<file path="src/rtl/seq_calc_unit.sv">
// seq_calc_unit: registered add/sub/mul/div unit with a start/busy/done handshake.
// Add, sub and divide-by-zero finish in one cycle. Multiply (shift-add, LSB first) and
// divide (restoring, MSB first) take one bit per cycle over WIDTH iteration cycles.
module seq_calc_unit #(
  parameter int unsigned WIDTH = 4,
  localparam int unsigned CNT_W = $clog2(WIDTH + 1)
) (
  input  logic               clk,
  input  logic               rst,
  input  logic               start,
  input  logic [1:0]         OP,
  input  logic [WIDTH-1:0]   A,
  input  logic [WIDTH-1:0]   B,
  output logic [2*WIDTH-1:0] S,
  output logic               busy,
  output logic               done,
  output logic               neg,
  output logic               zero,
  output logic               err
);

  localparam int unsigned RW = 2 * WIDTH;

  localparam logic [1:0] OpAdd = 2'b00;
  localparam logic [1:0] OpSub = 2'b01;
  localparam logic [1:0] OpMul = 2'b10;
  localparam logic [1:0] OpDiv = 2'b11;

  localparam logic [CNT_W-1:0] CntLoad = CNT_W'(WIDTH);
  localparam logic [CNT_W-1:0] CntOne  = CNT_W'(1);

  typedef enum logic [1:0] {StIdle, StIter, StDone} state_e;

  state_e             state_q, state_d;
  logic [1:0]         op_q, op_d;
  logic [CNT_W-1:0]   cnt_q, cnt_d;
  // Multiply datapath: accumulator, left-shifting multiplicand, right-shifting multiplier.
  logic [RW-1:0]      acc_q, acc_d;
  logic [RW-1:0]      mcand_q, mcand_d;
  logic [WIDTH-1:0]   mplier_q, mplier_d;
  // Divide datapath: partial remainder, dividend shifting into quotient, divisor.
  logic [WIDTH-1:0]   rem_q, rem_d;
  logic [WIDTH-1:0]   quo_q, quo_d;
  logic [WIDTH-1:0]   dvs_q, dvs_d;
  // Architectural outputs.
  logic [RW-1:0]      s_q, s_d;
  logic               neg_q, neg_d;
  logic               zero_q, zero_d;
  logic               err_q, err_d;

  logic [RW-1:0]      a_ext, b_ext;
  logic [RW-1:0]      add_res, sub_res;
  logic [RW-1:0]      mul_acc_nxt;
  logic [WIDTH:0]     div_shift;
  logic               div_ge;
  logic [WIDTH-1:0]   div_rem_nxt, div_quo_nxt;

  logic [RW-1:0]      res;
  logic               res_neg, res_err, complete;

  // Single-cycle results straight from the operands presented at acceptance.
  always_comb begin
    a_ext   = {{WIDTH{1'b0}}, A};
    b_ext   = {{WIDTH{1'b0}}, B};
    add_res = a_ext + b_ext;
    // Full-width subtraction yields the sign-extended two's-complement difference.
    sub_res = a_ext - b_ext;
  end

  // One iteration step of the shift-add multiplier and the restoring divider.
  always_comb begin
    mul_acc_nxt = acc_q + (mplier_q[0] ? mcand_q : '0);
    div_shift   = {rem_q, quo_q[WIDTH-1]};
    div_ge      = (div_shift >= {1'b0, dvs_q});
    // When div_ge holds the difference is below the divisor, so WIDTH bits suffice.
    div_rem_nxt = div_ge ? (div_shift[WIDTH-1:0] - dvs_q) : div_shift[WIDTH-1:0];
    div_quo_nxt = {quo_q[WIDTH-2:0], div_ge};
  end

  // Next-state, datapath update and result capture.
  always_comb begin
    state_d  = state_q;
    op_d     = op_q;
    cnt_d    = cnt_q;
    acc_d    = acc_q;
    mcand_d  = mcand_q;
    mplier_d = mplier_q;
    rem_d    = rem_q;
    quo_d    = quo_q;
    dvs_d    = dvs_q;
    s_d      = s_q;
    neg_d    = neg_q;
    zero_d   = zero_q;
    err_d    = err_q;
    res      = s_q;
    res_neg  = 1'b0;
    res_err  = 1'b0;
    complete = 1'b0;

    unique case (state_q)
      StIdle, StDone: begin
        state_d = StIdle;
        if (start) begin
          op_d = OP;
          unique case (OP)
            OpAdd: begin
              res      = add_res;
              complete = 1'b1;
            end
            OpSub: begin
              res      = sub_res;
              res_neg  = (A < B);
              complete = 1'b1;
            end
            OpMul: begin
              acc_d    = '0;
              mcand_d  = a_ext;
              mplier_d = B;
              cnt_d    = CntLoad;
              state_d  = StIter;
            end
            OpDiv: begin
              if (B == '0) begin
                res      = {A, {WIDTH{1'b1}}};
                res_err  = 1'b1;
                complete = 1'b1;
              end else begin
                rem_d   = '0;
                quo_d   = A;
                dvs_d   = B;
                cnt_d   = CntLoad;
                state_d = StIter;
              end
            end
            default: ;
          endcase
        end
      end
      StIter: begin
        cnt_d = cnt_q - CntOne;
        if (op_q == OpMul) begin
          acc_d    = mul_acc_nxt;
          mcand_d  = mcand_q << 1;
          mplier_d = mplier_q >> 1;
          res      = mul_acc_nxt;
        end else begin
          rem_d = div_rem_nxt;
          quo_d = div_quo_nxt;
          res   = {div_rem_nxt, div_quo_nxt};
        end
        if (cnt_q == CntOne) begin
          complete = 1'b1;
        end
      end
      default: state_d = StIdle;
    endcase

    if (complete) begin
      state_d = StDone;
      s_d     = res;
      neg_d   = res_neg;
      err_d   = res_err;
      zero_d  = (res == '0);
    end
  end

  // State and datapath registers; reset abandons any operation in flight.
  always_ff @(posedge clk or posedge rst) begin
    if (rst) begin
      state_q  <= StIdle;
      op_q     <= '0;
      cnt_q    <= '0;
      acc_q    <= '0;
      mcand_q  <= '0;
      mplier_q <= '0;
      rem_q    <= '0;
      quo_q    <= '0;
      dvs_q    <= '0;
      s_q      <= '0;
      neg_q    <= 1'b0;
      zero_q   <= 1'b0;
      err_q    <= 1'b0;
    end else begin
      state_q  <= state_d;
      op_q     <= op_d;
      cnt_q    <= cnt_d;
      acc_q    <= acc_d;
      mcand_q  <= mcand_d;
      mplier_q <= mplier_d;
      rem_q    <= rem_d;
      quo_q    <= quo_d;
      dvs_q    <= dvs_d;
      s_q      <= s_d;
      neg_q    <= neg_d;
      zero_q   <= zero_d;
      err_q    <= err_d;
    end
  end

  // Outputs are all registered or decoded directly from the state register.
  always_comb begin
    S    = s_q;
    busy = (state_q == StIter);
    done = (state_q == StDone);
    neg  = neg_q;
    zero = zero_q;
    err  = err_q;
  end

endmodule

</file>
<file path="config.mk">
export PLATFORM = sky130hd
export DESIGN_NAME = seq_calc_unit
export DESIGN_NICKNAME = d
export VERILOG_FILES = /design/src/rtl/seq_calc_unit.sv
export SDC_FILE = /design/constraint.sdc
export NUM_CORES = 1
export LEC_CHECK = 0
export BUFFER_PORTS_ARGS = -buffer_cell sky130_fd_sc_hd__buf_4
export CELL_PAD_IN_SITES_DETAIL_PLACEMENT = 2
export CELL_PAD_IN_SITES_GLOBAL_PLACEMENT = 2
export CORE_MARGIN = 3
export CORE_UTILIZATION = 41
export CTS_CLUSTER_DIAMETER = 120
export CTS_CLUSTER_SIZE = 14
export DETAILED_ROUTE_END_ITERATION = 8
export PLACE_DENSITY_LB_ADDON = 0.1
export SYNTH_ARGS = -nofsm -noshare
export SYNTH_HDL_FRONTEND = slang
export SYNTH_SLANG_ARGS = --single-unit
</file>
<file path="constraint.sdc">
create_clock -name clk -period 7.15 [get_ports clk]
set_input_delay 2.145 -clock clk [delete_from_list [all_inputs] [get_ports clk]]
set_output_delay 2.145 -clock clk [all_outputs]
set_load 0.02 [all_outputs]
</file>
## Word-level counts from Yosys, hierarchy flattened

Index checks and enable logic that the tools add are counted.

| storage, ports and cells | value |
|---|---|
| register bits after elaboration | 50 |
| bits in latches | 0 |
| bits in writable memories | 0 |
| bits in read-only memories | 0 |
| input port bits | 13 |
| output and inout port bits | 13 |
| word-level logic and storage cells | 98 |
| memories kept | 0 |

| operators by class | value |
|---|---|
| add/sub/neg operators | 5 |
| multipliers | 0 |
| div/mod/pow operators | 0 |
| magnitude comparators | 2 |
| eq/ne operators | 16 |
| shifts and indexed selects | 0 |
| multiplexer cells | 49 |
| bitwise logic cells | 1 |
| reductions and logical operators | 12 |

Operators by type and width:

| cell | number |
|---|---|
| $mux 8 | 10 |
| $mux 4 | 12 |
| $pmux 8 s2 | 3 |
| $pmux 4 s2 | 3 |
| $pmux 8 s3 | 1 |
| $pmux 3 s2 | 2 |
| $reduce_and 4->1 | 3 |
| $mux 1 | 11 |
| $add 8x8->8 | 1 |
| $eq 2x2->1 const B | 4 |
| $logic_not 8->1 | 1 |
| $ne 2x2->1 const B | 4 |
| $mux 3 | 2 |
| $ne 2x1->1 const B | 3 |
| $pmux 1 s2 | 3 |
| $add 4x4->5 | 1 |
| $ge 5x4->1 | 1 |
| $reduce_and 5->1 | 1 |
| $sub 4x4->5 | 1 |
| $eq 2x1->1 const B | 2 |
| $logic_not 2->1 | 2 |
| $logic_not 4->1 | 1 |
| $lt 4x4->1 | 1 |
| $pmux 2 s2 | 1 |
| other kinds (10) | 11 |

## Depth between registers and ports, before layout

| logic depth | value |
|---|---|
| depth in word-level cells | 6 |
| depth in mapped cells | 11 |
| gate-level depth less buffers | 11 |

## Least setup slack after synthesis

No wires, ideal clock.

| path | value |
|---|---|
| kind | input to register |
| from | input A[0] |
| to | register zero_q, in the netlist zero |
| library setup time | 125 ps |
| arrival time | 4133 ps |
| required time | 7025 ps |
| slack | 2893 ps |
| cell stages on the path | 10 |
| buffers on the path | 0 |
| cell sequence | inv_1 > ha_1 > inv_1 > fa_1 > a21o_2 > a2111o_1 > a311o_1 > and3_1 > a41oi_1 > o21ai_1 |

| between the ends | value |
|---|---|
| longest elaborated chain between the ends | 5 |
| elaborated cells on any way between the ends | 7 |
| classes of those cells | 2 x add/sub; 4 x mux; 1 x reduce/logical |

RTL lines:

| what | line | source |
|---|---|---|
| from (decl) | 12 | `input logic [WIDTH-1:0] A,` |
| $sub 4x4->5 (tied with other cells) | 67 | `sub_res = a_ext - b_ext;` |
| $pmux 8 s3 (*) | 105 | `unique case (OP)` |
| $mux 8 (*) | 103 | `if (start) begin` |
| $pmux 8 s2 (*) | 100 | `unique case (state_q)` |
| $logic_not 8->1 (*) | 163 | `zero_d = (res == '0);` |
| to (signal assigned) | 195 | `zero_q <= zero_d;` |
| to (decl) | 48 | `logic zero_q, zero_d;` |

Every way passes the cells marked *; elsewhere a longest branch is shown, timed or not.
A chain may end at the register's enable or synchronous reset.

## Worst setup path in the final report

Same ends and word-level chain as after synthesis.

==> results by group <==
Run status
  – Status: complete, no violations

Timing
  – Maximum clock frequency: ~230 MHz
  – Worst Tran Pin Value: 1.07 ns
  – Setup TNS: 0 ns
  – Fin crit share: 0.614
  – Crit path time final: approximately 4.4 ns
  – Setup Skew: 0.0113 ns
  – Final Hold Viols: 0
  – RSZ-0062 raised after global routing: false
  – Final max-slew violation count: 0
  – Setup Viol. Count Final: 0
  – Rel. slew slack: 0.286

Routing
  – Post-route DRC violation count: 0
  – Drt wl/cell: 21.9 µm
  – Starting DRT DRC Count: ~150
  – DRT Pass-1 Iters: 4
  – Post-route ant nets: 0
  – DR vias: ~2900
  – Vias/cell: between 5 and 6
  – Final wirelength: ~11 mm

Clock network
  – Hold buffers post-CTS: 0
  – CTS H-tree depth: 2
  – Insertion delay to the later sink of the worst-skew pair: 0.31 ns
  – Clk root buf: clkbuf_8
  – Max clock buf depth: 2
  – Post-CTS sizing: 0
  – Total CTS buffers: 5
  – Clk slew on worst S/H paths: 0.09 ns
  – Post-CTS Setup Inserts: 0
  – CTS sink cnt: 50
  – CTS tree: yes

Placement
  – Placed instance area: 3580 µm²
  – Post-DP HPWL: roughly 8.0 mm
  – Count of port buffers added during placement: 25
  – Final Wtd Congestion: slightly above 0.8

GRT
  – Pin count of the biggest net entering global routing: approximately 50
  – Total track usage: 0.247
  – First-pass GRT wire length: approximately 17 mm
  – Number of global-route vias before repair: 3110
  – Grt ovf: 0
  – Antenna violations before repair: 0

Die
  – Die Y-Extent: about 96 µm
  – # IOs: 26
  – Starting Density: 0.426
  – Placeable Area: 7770 µm²
  – DIE AREA: 9180 µm²
  – Num rows: 32
  – Die X: about 96 µm

Synth
  – Post-synth ARST share: 1.00
  – Sequential share of the synthesized area: 0.379
  – Yosys cell types: 75
  – Cells after Synth: 355
  – Post-synth top flop: dfrtp_1
  – Synth Cell Area: about 3300 µm²
  – Syn Nets: roughly 390
  – Synth Warn #: 0
  – Number of synthesized flops with an enable pin: 0
  – Post-Syn Area per Cell: between 9 and 10 µm²
  – Yosys top cell area share: 0.379
  – Post-synth top area cell: dfrtp_1
  – Synth Register Bits: 50
  – Synth top area cells: dfrtp_1 38%, ha_1 7.9%, nand2_1 4.8%

Finish
  – P&R area growth vs syn: 10.8%
  – Multi-input gate area: 1930 µm²
  – Fillers: 871
  – Core Util, Final: 0.471
  – Register area: ~1300 µm²
  – Antenna cells: 0
  – Finished Cell Area: around 3700 µm²
  – Fin nets: approximately 420
  – Layout cells sized above 1: 0.153

Power
  – PwrDens: around 380 nW/µm²
  – Leak: ~1.7 nW
  – Peak VDD IR: 0.000157 V

Worst setup path
  – Startpoint Class: input pin
  – Crit end category: flop
  – Crit Path Max Fanout: 3
  – Critical path arrival: about 4.6 ns
  – R2R depth: 9
  – CP Class: in -> reg
  – Worst EP required: about 7.3 ns

Flow run
  – Max-cap violations: 0

Worst hold path
  – HP Class: reg -> reg
  – Number of stages on the worst hold path: 2
==> Yosys cell counts (4+ instances only) <==
cell	number
a21o_1	6
inv_1	18
o21ai_0	17
dfrtp_1	50
clkbuf_1	7
and2_1	11
mux2i_1	5
a31oi_1	5
nor2_1	36
nand2_1	42
ha_1	21
nor3_1	8
a22o_1	10
a21oi_1	19
fa_1	4
o31a_1	4
nor2b_1	7
==> state kept, by name, indices dropped and copies added (netlist names) <==
name / cells
op_q: 2
mplier_q: 4
acc_q: 8
err: 1
mcand_q: 8
dvs_q: 4
rem_q: 4
S: 8
cnt_q: 3
state_q: 2
neg: 1
zero: 1
quo_q: 4
==> final cells by class <==
type | instances | share of cell area
multi-input combinational | 275 | 0.526
sequential | 50 | 0.342
timing repair buffer | 26 | 0.0533
tap | 102 | 0.0348
inverter | 21 | 0.0215
clock buffer | 5 | 0.0188
clock inverter | 2 | 0.00376
==> layout by cell type (no fill, tap or decap), types with 3 or more instances in the layout <==
cell and count:
dfrtp_1 50, nand2_1 42, nor2_1 36, buf_4 26
ha_1 21, a21oi_1 19, inv_1 17, o21ai_0 17
and2_1 11, a22o_1 10, nor3_1 8, nor2b_1 7
a21o_1 6, mux2i_1 5, a31oi_1 5, clkbuf_8 5
o31a_1 4, fa_1 4, nand2b_1 3, inv_2 3
xor2_1 3, o21bai_1 3, nand3_1 3, nor4_1 3
o31ai_1 3, a221o_1 3
==> metrics by stage <==
step | hold slack [ns] | std cells | worst slack [ns] | total power [mW]
after global routing | 0.521 | 481 | 2.66 | 1.54
after detailed placement | 0.475 | 474 | 2.54 | 1.24
after global placement | 0.463 | 474 | 2.60 | 1.21
after floorplan | 0.449 | 355 | 2.89 | 0.984
final | 0.492 | 481 | 2.76 | 1.41
after CTS | 0.500 | 481 | 2.75 | 1.42
==> critical path: stages <==
cell and delay (ns):
buf_4 0.12, inv_1 0.08, ha_1 0.16, inv_1 0.06, fa_1 0.40, a21o_2 0.22
a2111o_1 0.44, a311o_1 0.40, and3_1 0.20, a41oi_1 0.22, o21ai_1 0.12
==> worst paths after layout <==
check | start | endpoint | slack (ns)
setup / recovery | A[0] | zero$_DFFE_PP0P_ | 2.76
hold / removal | mplier_q[1]$_DFFE_PP0P_ | mplier_q[1]$_DFFE_PP0P_ | 0.49
setup reg to reg | mplier_q[0]$_DFFE_PP0P_ | zero$_DFFE_PP0P_ | 4.04
hold reg to reg | mplier_q[1]$_DFFE_PP0P_ | mplier_q[1]$_DFFE_PP0P_ | 0.49
max in group asynchronous | rst | acc_q[1]$_DFFE_PP0P_ | 4.38
min in group asynchronous | rst | S[6]$_DFFE_PP0P_ | 2.11
==> logic make-up (layout without fill, tap and decap cells) <==
logic type                 after synthesis  count (layout)  synth area share
AOI/OAI and AO/OA                      104             104             0.235
xor gates and xnor gates                 4               4            0.0106
adders and majority gates               25              25             0.104
buffers and inverters                   30              54            0.0386
DFF                                     50              50             0.379
muxes                                    6               6            0.0185
and+or+nand+nor                        136             136             0.215
==> routing by layer <==
layer	share of wire	GRT usage	up-vias
li1	-	-	1334
met1	0.44	0.332	1463
met2	0.51	0.424	59
met3	0.036	0.0297	16
met4	0.018	0.0592	0
met5	0	0	-
==> power breakdown <==
group | internal [mW] | total [mW] | switching (mW)
Sequential | 0.397 | 0.513 | 0.116
Combinational | 0.290 | 0.728 | 0.438
Clock | 0.0679 | 0.164 | 0.0966
Total | 0.755 | 1.41 | 0.651
(Power assumes the default switching activity.)
